[config.mk]
export PLATFORM = sky130hd
export DESIGN_NAME = lcd_bus_seq_flat
export DESIGN_NICKNAME = d
export VERILOG_FILES = /design/src/rtl/lcd_bus_seq_if.sv /design/src/rtl/lcd_bus_seq.sv /design/src/flat_wrapper.sv
export SDC_FILE = /design/constraint.sdc
export NUM_CORES = 1
export LEC_CHECK = 0
export BUFFER_PORTS_ARGS = -buffer_cell sky130_fd_sc_hd__clkbuf_2
export CORE_MARGIN = 8
export CORE_UTILIZATION = 50
export DETAILED_ROUTE_END_ITERATION = 7
export GPL_TIMING_DRIVEN = 0
export PLACE_DENSITY_LB_ADDON = 0.3
export SYNTH_ARGS = -nofsm -noshare
export SYNTH_HDL_FRONTEND = slang
export SYNTH_SLANG_ARGS = --single-unit
[constraint.sdc]
create_clock -name clk -period 6.3 [get_ports clk]
set_input_delay 1.26 -clock clk [delete_from_list [all_inputs] [get_ports clk]]
set_output_delay 1.26 -clock clk [all_outputs]
set_load 0.05 [all_outputs]
[src/rtl/lcd_bus_seq_if.sv]
// lcd_bus_seq_if: CPU request/response handshake and 8080-style LCD pins.
// slave = sequencer side, master = register block / pad side.
interface lcd_bus_seq_if;
    logic        req_valid;
    logic        req_ready;
    logic        req_rs;
    logic        req_we;
    logic [15:0] req_wdata;
    logic        rsp_valid;
    logic [15:0] rsp_rdata;
    logic        busy;
    logic        lcd_nrst;
    logic        lcd_csel;
    logic        lcd_rs;
    logic        lcd_wr;
    logic        lcd_rd;
    logic [15:0] lcd_data_o;
    logic [15:0] lcd_data_i;
    logic [15:0] lcd_data_z;

    modport slave (
        input  req_valid, req_rs, req_we, req_wdata, lcd_data_i,
        output req_ready, rsp_valid, rsp_rdata, busy,
        output lcd_nrst, lcd_csel, lcd_rs, lcd_wr, lcd_rd,
        output lcd_data_o, lcd_data_z
    );

    modport master (
        output req_valid, req_rs, req_we, req_wdata, lcd_data_i,
        input  req_ready, rsp_valid, rsp_rdata, busy,
        input  lcd_nrst, lcd_csel, lcd_rs, lcd_wr, lcd_rd,
        input  lcd_data_o, lcd_data_z
    );
endinterface

[src/rtl/lcd_bus_seq.sv]
// lcd_bus_seq: 8080-style 16-bit LCD bus sequencer with panel reset pulse.
// Read path enabled by defining LCD_BUS_SEQ_READ_EN.
module lcd_bus_seq #(
    parameter int SETUP_CYC    = 2,
    parameter int STROBE_CYC   = 4,
    parameter int HOLD_CYC     = 2,
    parameter int RST_CYC      = 16,
    parameter int RST_WAIT_CYC = 32
) (
    input logic         clk,
    input logic         resetn,
    lcd_bus_seq_if.slave bus
);
    localparam int M1 = (SETUP_CYC > STROBE_CYC) ? SETUP_CYC : STROBE_CYC;
    localparam int M2 = (HOLD_CYC > RST_CYC) ? HOLD_CYC : RST_CYC;
    localparam int M3 = (M1 > M2) ? M1 : M2;
    localparam int MX = (M3 > RST_WAIT_CYC) ? M3 : RST_WAIT_CYC;
    localparam int CW = $clog2(MX) + 1;

    localparam logic [CW-1:0] L_SETUP  = CW'(SETUP_CYC - 1);
    localparam logic [CW-1:0] L_STROBE = CW'(STROBE_CYC - 1);
    localparam logic [CW-1:0] L_HOLD   = CW'(HOLD_CYC - 1);
    localparam logic [CW-1:0] L_RST    = CW'(RST_CYC - 1);
    localparam logic [CW-1:0] L_WAIT   = CW'(RST_WAIT_CYC - 1);

    typedef enum logic [2:0] {
        RST_LOW, RST_WAIT, IDLE, SETUP, STROBE, HOLD
    } state_t;

    state_t        state_q, state_d;
    logic [CW-1:0] cnt_q, cnt_d;
    logic          rs_q, rs_d;
    logic          we_q, we_d;
    logic [15:0]   wdata_q, wdata_d;
    logic          expired;
    logic          active_d;

    logic          nrst_q, nrst_d;
    logic          csel_q, csel_d;
    logic          lrs_q, lrs_d;
    logic          wr_q, wr_d;
    logic          z_q, z_d;
    logic [15:0]   dout_q, dout_d;
    logic          ready_q, ready_d;
    logic          busy_q, busy_d;

    assign expired = (cnt_q == '0);

    // Next state, counter reload and request latching.
    always_comb begin
        state_d = state_q;
        cnt_d   = cnt_q - 1'b1;
        rs_d    = rs_q;
        we_d    = we_q;
        wdata_d = wdata_q;
        unique case (state_q)
            RST_LOW: begin
                if (expired) begin
                    state_d = RST_WAIT;
                    cnt_d   = L_WAIT;
                end
            end
            RST_WAIT: begin
                if (expired) begin
                    state_d = IDLE;
                    cnt_d   = '0;
                end
            end
            IDLE: begin
                cnt_d = '0;
                if (bus.req_valid && ready_q) begin
                    rs_d    = bus.req_rs;
                    we_d    = bus.req_we;
                    wdata_d = bus.req_wdata;
`ifdef LCD_BUS_SEQ_READ_EN
                    state_d = SETUP;
                    cnt_d   = L_SETUP;
`else
                    if (bus.req_we) begin
                        state_d = SETUP;
                        cnt_d   = L_SETUP;
                    end
`endif
                end
            end
            SETUP: begin
                if (expired) begin
                    state_d = STROBE;
                    cnt_d   = L_STROBE;
                end
            end
            STROBE: begin
                if (expired) begin
                    state_d = HOLD;
                    cnt_d   = L_HOLD;
                end
            end
            HOLD: begin
                if (expired) begin
                    state_d = IDLE;
                    cnt_d   = '0;
                end
            end
            default: begin
                state_d = RST_LOW;
                cnt_d   = L_RST;
            end
        endcase
    end

    // Registered outputs are derived from the state being entered.
    always_comb begin
        active_d = (state_d == SETUP) || (state_d == STROBE) ||
                   (state_d == HOLD);
        nrst_d   = (state_d != RST_LOW);
        ready_d  = (state_d == IDLE);
        busy_d   = (state_d != IDLE);
        csel_d   = !active_d;
        lrs_d    = active_d ? rs_d : lrs_q;
        wr_d     = !((state_d == STROBE) && we_d);
        z_d      = !(active_d && we_d);
        dout_d   = (active_d && we_d) ? wdata_d : dout_q;
    end

    // State, counter and latched request.
    always_ff @(posedge clk or negedge resetn) begin
        if (!resetn) begin
            state_q <= RST_LOW;
            cnt_q   <= L_RST;
            rs_q    <= 1'b1;
            we_q    <= 1'b1;
            wdata_q <= '0;
        end else begin
            state_q <= state_d;
            cnt_q   <= cnt_d;
            rs_q    <= rs_d;
            we_q    <= we_d;
            wdata_q <= wdata_d;
        end
    end

    // Pin and handshake output registers.
    always_ff @(posedge clk or negedge resetn) begin
        if (!resetn) begin
            nrst_q  <= 1'b0;
            csel_q  <= 1'b1;
            lrs_q   <= 1'b1;
            wr_q    <= 1'b1;
            z_q     <= 1'b1;
            dout_q  <= '0;
            ready_q <= 1'b0;
            busy_q  <= 1'b1;
        end else begin
            nrst_q  <= nrst_d;
            csel_q  <= csel_d;
            lrs_q   <= lrs_d;
            wr_q    <= wr_d;
            z_q     <= z_d;
            dout_q  <= dout_d;
            ready_q <= ready_d;
            busy_q  <= busy_d;
        end
    end

`ifdef LCD_BUS_SEQ_READ_EN
    logic        rd_q, rd_d;
    logic        rspv_q, rspv_d;
    logic [15:0] rdata_q, rdata_d;

    // Read strobe, capture on the last strobe cycle, pulse on IDLE entry.
    always_comb begin
        rd_d    = !((state_d == STROBE) && !we_d);
        rspv_d  = (state_q == HOLD) && (state_d == IDLE) && !we_q;
        rdata_d = rdata_q;
        if ((state_q == STROBE) && expired && !we_q)
            rdata_d = bus.lcd_data_i;
    end

    // Read-path registers.
    always_ff @(posedge clk or negedge resetn) begin
        if (!resetn) begin
            rd_q    <= 1'b1;
            rspv_q  <= 1'b0;
            rdata_q <= '0;
        end else begin
            rd_q    <= rd_d;
            rspv_q  <= rspv_d;
            rdata_q <= rdata_d;
        end
    end

    assign bus.lcd_rd    = rd_q;
    assign bus.rsp_valid = rspv_q;
    assign bus.rsp_rdata = rdata_q;
`else
    logic unused_rdata;
    assign unused_rdata  = ^bus.lcd_data_i;
    assign bus.lcd_rd    = 1'b1;
    assign bus.rsp_valid = 1'b0;
    assign bus.rsp_rdata = '0;
`endif

    assign bus.req_ready  = ready_q;
    assign bus.busy       = busy_q;
    assign bus.lcd_nrst   = nrst_q;
    assign bus.lcd_csel   = csel_q;
    assign bus.lcd_rs     = lrs_q;
    assign bus.lcd_wr     = wr_q;
    assign bus.lcd_data_o = dout_q;
    assign bus.lcd_data_z = {16{z_q}};
endmodule

[src/flat_wrapper.sv]
// flat-port wrapper written by rule: the top's interface ports become plain ports
module lcd_bus_seq_flat 
#(
    parameter int SETUP_CYC    = 2,
    parameter int STROBE_CYC   = 4,
    parameter int HOLD_CYC     = 2,
    parameter int RST_CYC      = 16,
    parameter int RST_WAIT_CYC = 32
)
  (clk, resetn, bus_req_valid, bus_req_rs, bus_req_we, bus_req_wdata, bus_lcd_data_i, bus_req_ready, bus_rsp_valid, bus_rsp_rdata, bus_busy, bus_lcd_nrst, bus_lcd_csel, bus_lcd_rs, bus_lcd_wr, bus_lcd_rd, bus_lcd_data_o, bus_lcd_data_z);
  lcd_bus_seq_if bus_i ();
  input logic clk;
  input logic resetn;
  input wire logic [$bits(bus_i.req_valid)-1:0] bus_req_valid;
  input wire logic [$bits(bus_i.req_rs)-1:0] bus_req_rs;
  input wire logic [$bits(bus_i.req_we)-1:0] bus_req_we;
  input wire logic [$bits(bus_i.req_wdata)-1:0] bus_req_wdata;
  input wire logic [$bits(bus_i.lcd_data_i)-1:0] bus_lcd_data_i;
  output wire logic [$bits(bus_i.req_ready)-1:0] bus_req_ready;
  output wire logic [$bits(bus_i.rsp_valid)-1:0] bus_rsp_valid;
  output wire logic [$bits(bus_i.rsp_rdata)-1:0] bus_rsp_rdata;
  output wire logic [$bits(bus_i.busy)-1:0] bus_busy;
  output wire logic [$bits(bus_i.lcd_nrst)-1:0] bus_lcd_nrst;
  output wire logic [$bits(bus_i.lcd_csel)-1:0] bus_lcd_csel;
  output wire logic [$bits(bus_i.lcd_rs)-1:0] bus_lcd_rs;
  output wire logic [$bits(bus_i.lcd_wr)-1:0] bus_lcd_wr;
  output wire logic [$bits(bus_i.lcd_rd)-1:0] bus_lcd_rd;
  output wire logic [$bits(bus_i.lcd_data_o)-1:0] bus_lcd_data_o;
  output wire logic [$bits(bus_i.lcd_data_z)-1:0] bus_lcd_data_z;
  assign bus_i.req_valid = bus_req_valid;
  assign bus_i.req_rs = bus_req_rs;
  assign bus_i.req_we = bus_req_we;
  assign bus_i.req_wdata = bus_req_wdata;
  assign bus_i.lcd_data_i = bus_lcd_data_i;
  assign bus_req_ready = bus_i.req_ready;
  assign bus_rsp_valid = bus_i.rsp_valid;
  assign bus_rsp_rdata = bus_i.rsp_rdata;
  assign bus_busy = bus_i.busy;
  assign bus_lcd_nrst = bus_i.lcd_nrst;
  assign bus_lcd_csel = bus_i.lcd_csel;
  assign bus_lcd_rs = bus_i.lcd_rs;
  assign bus_lcd_wr = bus_i.lcd_wr;
  assign bus_lcd_rd = bus_i.lcd_rd;
  assign bus_lcd_data_o = bus_i.lcd_data_o;
  assign bus_lcd_data_z = bus_i.lcd_data_z;
  lcd_bus_seq #(.SETUP_CYC(SETUP_CYC), .STROBE_CYC(STROBE_CYC), .HOLD_CYC(HOLD_CYC), .RST_CYC(RST_CYC), .RST_WAIT_CYC(RST_WAIT_CYC)) u_core (.clk(clk), .resetn(resetn), .bus(bus_i));
endmodule
==> results.cfg, run 1 <==
[clocking]
cts_buffers = 5
clk_pin_slew_worst_paths_ns = 0.09
htreeDepth = 2
insertion_delay_ns = 0.30
ctsResizeCount = 0
clock-sinks = 50
cts_hold_buffers = 0
cts_tree = built
cts_setup_buffers = 0
cts_buffer_depth = 2
ctsRootBufferMaster = clkbuf_8

[layout]
nets = 334
seq_area_mm2 = 0.001265
stdcell_area_mm2 = 0.003067
layout-drive-gt1-share = 0.5372
diodes = 0
area_delta_synth_final_pct = 22.37
fillerInstances = 385
multi_input_area_um2 = 970.9
final_core_util = 0.6408

[detailed_routing]
first_pass_iters = 4
num_vias = 1744
drc_errors = 0
drt-initial-drc-count = 36
vias_per_cell = 4.804
wirelength_um = 5176
wl_per_cell_um = 14.26
final_antenna_net_count = 0

[timing]
layout_setup_ws_ns = 3.625
fin_skew_ns = 0.006854
slew_headroom = 0.6505
tns_ns = 0
tightest_slew_ns = 0.5202
setup_viol = 0
finalCritPeriodShare = 0.4245
finalCriticalPeriod_ns = 2.675
whs_ns = 0.5126
hold_violations = 0
fmax_ghz = 0.3739
rsz0062_at_grt = no
report.final.slew_viol_count = 0

[yosys]
yosys_register_bits = 50
synth_top_area_frac = 0.3894
syn_inst = 213
syn_area_mm2 = 0.002506
synth_edf_count = 0
ys_types = 43
avgSynthCellArea_um2 = 11.77
synth_top_cell_by_area = dfrtp_1
synth_seq_area_share = 0.5047
yosysMostFrequentCell = dfrtp_1
synth-main-ff-cell = dfrtp_1
synthTopCellsByCount = dfrtp_1 (39), buf_4 (34), mux2_2 (18)
yosysWarnings = 0
synthArstFlopShare = 1.000
synth_area_leaders = dfrtp_1 (39%), dfstp_2 (12%), buf_4 (10%), mux2_2 (8.1%), o221a_1 (4.5%)

[placement]
pre_cts_slack_ns = 3.779
port_buffers = 58
hpwlAfterDp_um = 3920
place_congestion = 0.8544
placed_cell_area_mm2 = 0.002940

[global_route]
grt_remaining_overflow = 0
grt_usage = 0.1436
antenna_found_initial = 0
grt_start_max_net_pins = 51
grt_pass1_vias = 1758
grt_pass1_wl_um = 8576

[worst_setup_path]
required_ns = 5.04
cp_max_fo = 16
end_kind = output pin
r2r_cells = 7
worstSetupStartpointType = flip-flop
arrival_ns = 1.41
crit_type = flip-flop to output pin

[floorplan]
initial_core_util = 0.5237
num_io_pins = 93
core-area_mm2 = 0.004786
num_rows = 25
chipHeight_um = 86.80
fp.dieArea_mm2 = 0.007533
die_w_um = 86.80

[pwr]
p_per_area_mw_per_mm2 = 572.9
ir_drop_v = 0.0002189
p_leak_nw = 1.456

[status]
status = complete, no violations

[hold_path]
hp-class = flip-flop to flip-flop
hold_path_depth = 1

[job]
cap_viol_max_count = 0
## flip-flops by register name (all words and copies together), names as in the netlist
name and count:
u_core.wdata_q 16, u_core.bus.req_ready 1, u_core.rs_q 1, u_core.bus.lcd_data_o 16, u_core.we_q 1, u_core.cnt_q 6, u_core.bus.lcd_csel 1, u_core.z_q 1
u_core.bus.lcd_rs 1, u_core.bus.lcd_wr 1, u_core.bus.lcd_nrst 1, u_core.bus.busy 1, u_core.state_q 3
## per-layer routing
layer / GRT usage / up-vias / part of all wire
met5: 0 / - / 0
met4: 0.06103 / 0 / 0.017
met3: 0.05293 / 9 / 0.089
met2: 0.2241 / 57 / 0.47
met1: 0.1734 / 812 / 0.43
li1: - / 866 / -
## kinds of logic (layout without fill, tap and decap cells)
group / Yosys count / after routing / share of synthesized area
muxes: 19 / 19 / 0.08487
other: 2 / 18 / 0.002997
and+or+nand+nor: 45 / 45 / 0.1053
DFF: 50 / 50 / 0.5047
adders and majority gates: 2 / 2 / 0.009983
buffers and inverters: 47 / 114 / 0.1318
AOI/OAI and AO/OA: 43 / 43 / 0.1428
xor gates and xnor gates: 5 / 5 / 0.01748
## layout by cell type, fill, tap and decap left out, drive strengths merged, types with 3 or more instances in the layout
| master | count |
|---|---|
| clkbuf | 68 |
| dfrtp | 39 |
| conb | 18 |
| nand2 | 6 |
| dfstp | 11 |
| o21ai | 6 |
| buf | 41 |
| nor2 | 4 |
| inv | 4 |
| xnor2 | 3 |
| nor3 | 3 |
| a21oi | 8 |
| or2 | 17 |
| nand3 | 3 |
| o221a | 16 |
| mux2 | 18 |
## final timing paths
kind | from | endpoint | slack [ns]
setup / recovery | u_core.z_q$_DFF_PN1_ | bus_lcd_data_z[14] | 3.63
hold / removal | u_core.wdata_q[9]$_DFF_PN0_ | u_core.wdata_q[9]$_DFF_PN0_ | 0.51
setup reg to reg | u_core.cnt_q[0]$_DFF_PN1_ | u_core.bus.lcd_data_o[11]$_DFFE_PN0P_ | 4.01
hold reg to reg | u_core.wdata_q[9]$_DFF_PN0_ | u_core.wdata_q[9]$_DFF_PN0_ | 0.51
max in group asynchronous | resetn | u_core.z_q$_DFF_PN1_ | 4.87
min in group asynchronous | resetn | u_core.wdata_q[12]$_DFF_PN0_ | 0.86
## power by group
group | total (W) | switching [W] | internal [W]
clock | 0.000222 | 0.000103 | 0.000119
combinational | 0.000952 | 0.000623 | 0.000330
sequential | 0.000582 | 0.0000943 | 0.000488
## through the flow
step | total power (W) | instances
3_5_place_dp | 0.001545 | 354
4_1_cts | 0.001770 | 362
6_report | 0.001757 | 363
3_3_place_gp | 0.001525 | 354
5_1_grt | 0.001864 | 363
2_1_floorplan | 0.001342 | 229
## layout make-up
cell class                 count  area share
inverter                       4    0.004896
multi-input combinational    132      0.3166
clock inverter                 1    0.009792
sequential                    50      0.4125
clock buffer                   7     0.02489
tap                           67     0.02734
buffer                        43      0.1028
timing repair buffer          59      0.1012
## worst max-delay path, cell delays in order, from the launching register on
cell and delay (ns):
dfstp_2 0.68, buf_4 0.15, clkbuf_2 0.27
(Power assumes the default switching activity.)
==> run 2: changes to the inputs <==
--- a/config.mk
+++ b/config.mk
@@ -7,7 +7,7 @@
 export LEC_CHECK = 0
 export BUFFER_PORTS_ARGS = -buffer_cell sky130_fd_sc_hd__clkbuf_2
 export CORE_MARGIN = 8
-export CORE_UTILIZATION = 50
+export CORE_UTILIZATION = 49
 export DETAILED_ROUTE_END_ITERATION = 7
 export GPL_TIMING_DRIVEN = 0
 export PLACE_DENSITY_LB_ADDON = 0.3
==> constraint.sdc (replaced) <==
create_clock -name clk -period 2.7 [get_ports clk]
set_input_delay 0.54 -clock clk [delete_from_list [all_inputs] [get_ports clk]]
set_output_delay 0.54 -clock clk [all_outputs]
set_load 0.05 [all_outputs]
==> results.cfg, run 2 (synthesis gave the netlist of run 1 again) <==
[status]
status = complete, no violations

[detailed_routing]
drc_errors = 0
wl_per_cell_um = 14.14
wirelength_um = 5175
num_vias = 1759
final_antenna_net_count = 0
first_pass_iters = 4
vias_per_cell = 4.806
drt-initial-drc-count = 70

[placement]
port_buffers = 58
place_congestion = 0.9130
dpl.cell_count = 357
hpwlAfterDp_um = 3924

[clocking]
htreeDepth = 2
insertion_delay_ns = 0.30
cts_tree = built
ctsResizeCount = 0
clk_pin_slew_worst_paths_ns = 0.08
cts_buffers = 5
clock-sinks = 50
ctsRootBufferMaster = clkbuf_8
cts_hold_buffers = 0
cts_setup_buffers = 0
cts_buffer_depth = 2

[floorplan]
chipHeight_um = 87.52
fp.dieArea_mm2 = 0.007659
initial_core_util = 0.5002
num_rows = 26
num_io_pins = 93
die_w_um = 87.52
core-area_mm2 = 0.005010

[timing]
setup_viol = 0
finalCriticalPeriod_ns = 2.324
rsz0062_at_grt = no
fmax_ghz = 0.4302
finalCritPeriodShare = 0.8609
hold_violations = 0
fin_skew_ns = 0.007138
whs_ns = 0.2661
tns_ns = 0
slew_headroom = 0.5481
tightest_slew_ns = 0.6778
report.final.slew_viol_count = 0

[worst_setup_path]
end_kind = flip-flop
crit_type = flip-flop to flip-flop
required_ns = 2.93
worstSetupStartpointType = flip-flop
cp_max_fo = 10
arrival_ns = 2.56

[layout]
final_cell_mix = clkbuf_2 (58), dfrtp_1 (39), buf_4 (34)
area_delta_synth_final_pct = 22.82
stdcell_count = 366
layout-drive-gt1-share = 0.5372
nets = 334
diodes = 0
layout.cells.most_common = clkbuf_2
final_core_util = 0.6144

[global_route]
grt_usage = 0.1370
grt_start_max_net_pins = 51
grt_pass1_vias = 1766
grt_pass1_wl_um = 8314
antenna_found_initial = 0
grt_remaining_overflow = 0

[pwr]
ir_drop_v = 0.0005932
p_per_area_mw_per_mm2 = 1328
power_w = 0.004087
p_leak_nw = 1.460

[hold_path]
hp-class = primary input to async pin

[job]
cap_viol_max_count = 0
==> run 2: cell counts in the layout (fill, tap and decap cells not counted) <==
Identical to the previous run, type by type.
==> run 2: path summary, 6_finish.rpt <==
check | startpoint | endpoint | slack [ns] | cells past startpoint
min in group clk | bus_req_wdata[1] | u_core.wdata_q[1]$_DFF_PN0_ | 0.48 | 2
max in group asynchronous | resetn | u_core.cnt_q[0]$_DFF_PN1_ | 1.80 | 2
hold reg to reg | u_core.wdata_q[3]$_DFF_PN0_ | u_core.wdata_q[3]$_DFF_PN0_ | 0.51 | 1
hold / removal | resetn | u_core.wdata_q[4]$_DFF_PN0_ | 0.27 | 1
setup reg to reg | u_core.cnt_q[0]$_DFF_PN1_ | u_core.bus.lcd_data_o[9]$_DFFE_PN0P_ | 0.38 | 7
setup / recovery | u_core.cnt_q[0]$_DFF_PN1_ | u_core.bus.lcd_data_o[9]$_DFFE_PN0P_ | 0.38 | 7
==> run 2: worst max-delay path, cell delays in order, from the launching register on <==
cell and delay [ns]:
dfstp_2 0.56, inv_1 0.06, ha_1 0.24, and4b_1 0.19, a211o_1 0.33, o21ai_2 0.36
buf_2 0.30, o221a_1 0.22
==> run 2: cell type report <==
class	instances	area [µm²]
fillers	437	1932
inverters	4	15.01
plain buffers	43	315.3
multi-input cells	132	970.9
clock inverters	1	30.03
repair buffers	59	317.8
well taps	70	87.58
clock buffers	7	76.32
flip-flops and latches	50	1265
==> run 2: where the power goes <==
group,total (W),switching (W),internal [W]
combinational,0.00222,0.00145,0.000770
sequential,0.00136,0.000219,0.00114
clock,0.000508,0.000231,0.000277
total,0.00409,0.00190,0.00219
==> run 2: metrics by stage <==
| stage | cell area, µm² | worst slack [ns] |
|---|---|---|
| 2_1_floorplan | 2566 | 0.6038 |
| 6_report | 3078 | 0.3755 |
| 4_1_cts | 3050 | 0.3674 |
| 3_5_place_dp | 2944 | 0.3935 |
| 3_3_place_gp | 2944 | 0.4244 |
| 5_1_grt | 3078 | 0.2746 |
==> run 2: per-layer routing <==
layer / GRT usage / vias to the layer above / wire (µm)
met4: 0.04688 / 0 / 46
met3: 0.04057 / 5 / 384
met5: 0 / - / 0
li1: - / 865 / -
met1: 0.1636 / 843 / 2236
met2: 0.2287 / 46 / 2507
==> run 3: changes to the inputs <==
--- a/config.mk
+++ b/config.mk
@@ -5,10 +5,10 @@
 export SDC_FILE = /design/constraint.sdc
 export NUM_CORES = 1
 export LEC_CHECK = 0
-export BUFFER_PORTS_ARGS = -buffer_cell sky130_fd_sc_hd__clkbuf_2
 export CORE_MARGIN = 8
-export CORE_UTILIZATION = 49
+export CORE_UTILIZATION = 50
 export DETAILED_ROUTE_END_ITERATION = 7
+export DONT_BUFFER_PORTS = 1
 export GPL_TIMING_DRIVEN = 0
 export PLACE_DENSITY_LB_ADDON = 0.3
 export SYNTH_ARGS = -nofsm -noshare
==> results.cfg, run 3 (synthesis gave the netlist of run 1 again) <==
[pwr]
p_leak_nw = 1.217
ir_drop_v = 0.0004920
p_per_area_mw_per_mm2 = 1367
power_w = 0.003763

[worst_setup_path]
end_kind = flip-flop
slowest_stage = dfstp_2
path_delay_family = compound AO/OA/AOI/OAI gates
cp.depth = 7
slowest_delay_ns = 0.57
worstPathCellList = inv_1 > ha_1 > and4b_1 > a211o_1 > o21ai_2 > buf_2 > o221a_1
crit_path_end = u_core.bus.lcd_data_o[6]$_DFFE_PN0P_
worstSetupStartpointType = flip-flop
rr_startpoint = u_core.cnt_q[0]$_DFF_PN1_
arrival_ns = 2.57
cp-startpoint = u_core.cnt_q[0]$_DFF_PN1_
r2r_setup_slack_ns = 0.37
cp.buffers_inverters = 2
cp_max_fo = 10
r2r_cells = 7
required_ns = 2.94
crit_type = flip-flop to flip-flop
r2r_end = u_core.bus.lcd_data_o[6]$_DFFE_PN0P_

[detailed_routing]
wl_per_cell_um = 16.59
vias_per_cell = 5.125
num_vias = 1563
drt-initial-drc-count = 42
wl_met1_um = 1988
wl_met3_um = 541
drc_errors = 0
final_antenna_net_count = 0
route.met2.wl_um = 2454
topRoutingLayerUsed = met4
first_pass_iters = 4
wirelength_um = 5061

[layout]
area_delta_synth_final_pct = 9.835
diodes = 0
layout.cells.most_common = dfrtp_1
nets = 276
fillerInstances = 410
multi_input_area_um2 = 970.9
seq_area_mm2 = 0.001265
layout-drive-gt1-share = 0.4286
final_cell_mix = dfrtp_1 (39), buf_4 (34), mux2_2 (18), conb_1 (18), or2_2 (16)
stdcell_area_mm2 = 0.002753

[timing]
tightest_slew_ns = 0.5237
hold_violations = 0
finalCritPeriodShare = 0.8639
fin_skew_ns = 0.008576
slew_headroom = 0.6482
setup_viol = 0
rsz0062_at_grt = no
finalCriticalPeriod_ns = 2.333
fmax_ghz = 0.4287
whs_ns = 0.07087
tns_ns = 0
report.final.slew_viol_count = 0

[floorplan]
chipHeight_um = 86.80
num_io_pins = 93
die_w_um = 86.80
core-area_mm2 = 0.004786
initial_core_util = 0.5237
num_rows = 25
fp.dieArea_mm2 = 0.007533

[global_route]
grt_start_max_net_pins = 40
grt_pass1_vias = 1633
grt_pass1_wl_um = 8190
grt_usage = 0.1380
grt_remaining_overflow = 0
antenna_found_initial = 0

[clocking]
cts_buffer_depth = 2
clk_pin_slew_worst_paths_ns = 0.09
insertion_delay_ns = 0.30
ctsRootBufferMaster = clkbuf_8
cts_tree = built
cts_buffers = 5
htreeDepth = 2
clock-sinks = 50

[placement]
hpwlAfterDp_um = 3728
place_congestion = 0.8464
port_buffers = 0
placed_cell_area_mm2 = 0.002650

[status]
status = complete, no violations

[job]
cap_viol_max_count = 0

[hold_path]
hp-class = primary input to async pin
==> run 3: worst register-to-register path: stages (launching register included) <==
cell	delay, ns
dfstp_2	0.57
inv_1	0.06
ha_1	0.24
and4b_1	0.18
a211o_1	0.33
o21ai_2	0.34
buf_2	0.30
o221a_1	0.24
==> run 3: how the worst min path moves through the flow <==
stage	to	cells after the start	startpoint	slack, ns
after CTS	u_core.cnt_q[1]$_DFF_PN1_	0	resetn	0.06
after global routing	u_core.cnt_q[1]$_DFF_PN1_	0	resetn	0.05
after global placement	u_core.state_q[0]$_DFF_PN0_	0	resetn	0.25
final	u_core.cnt_q[1]$_DFF_PN1_	0	resetn	0.07
after floorplan	u_core.bus.lcd_data_o[0]$_DFFE_PN0P_	0	resetn	0.24
after detailed placement	u_core.state_q[0]$_DFF_PN0_	0	resetn	0.25
==> run 3: what timing repair did <==
action	4_1_cts	5_1_grt
setup buffers	0	0
hold endpoints to repair	39	0
hold buffers	1	0
resized for setup	0	0
==> run 3: layout make-up <==
| cell class | count | area share |
|---|---|---|
| multi-input combinational | 132 | 0.3527 |
| inverter | 4 | 0.005455 |
| clock inverter | 2 | 0.003636 |
| clock buffer | 6 | 0.02636 |
| buffer | 43 | 0.1145 |
| sequential | 50 | 0.4595 |
| tap | 67 | 0.03045 |
| timing repair buffer | 1 | 0.007273 |
==> run 3: stage by stage <==
stage	cells	worst slack (ns)	utilization
floorplan	229	0.6038	-
global placement	296	0.4374	0.5537
detailed placement	296	0.4058	0.5537
CTS	305	0.3647	0.5752
global route	305	0.2646	0.5752
finish	305	0.3674	0.5752
==> run 3: per-layer routing <==
layer,global-route usage,vias up
li1,-,752
met2,0.2346,57
met4,0.05164,0
met5,0,-
met3,0.05104,8
met1,0.1530,746
==> run 3: report_power, final <==
part	internal, W	switching, W	total, W
clock network	0.000180	0.000233	0.000413
logic	0.000617	0.000822	0.00144
registers	0.00113	0.000777	0.00191
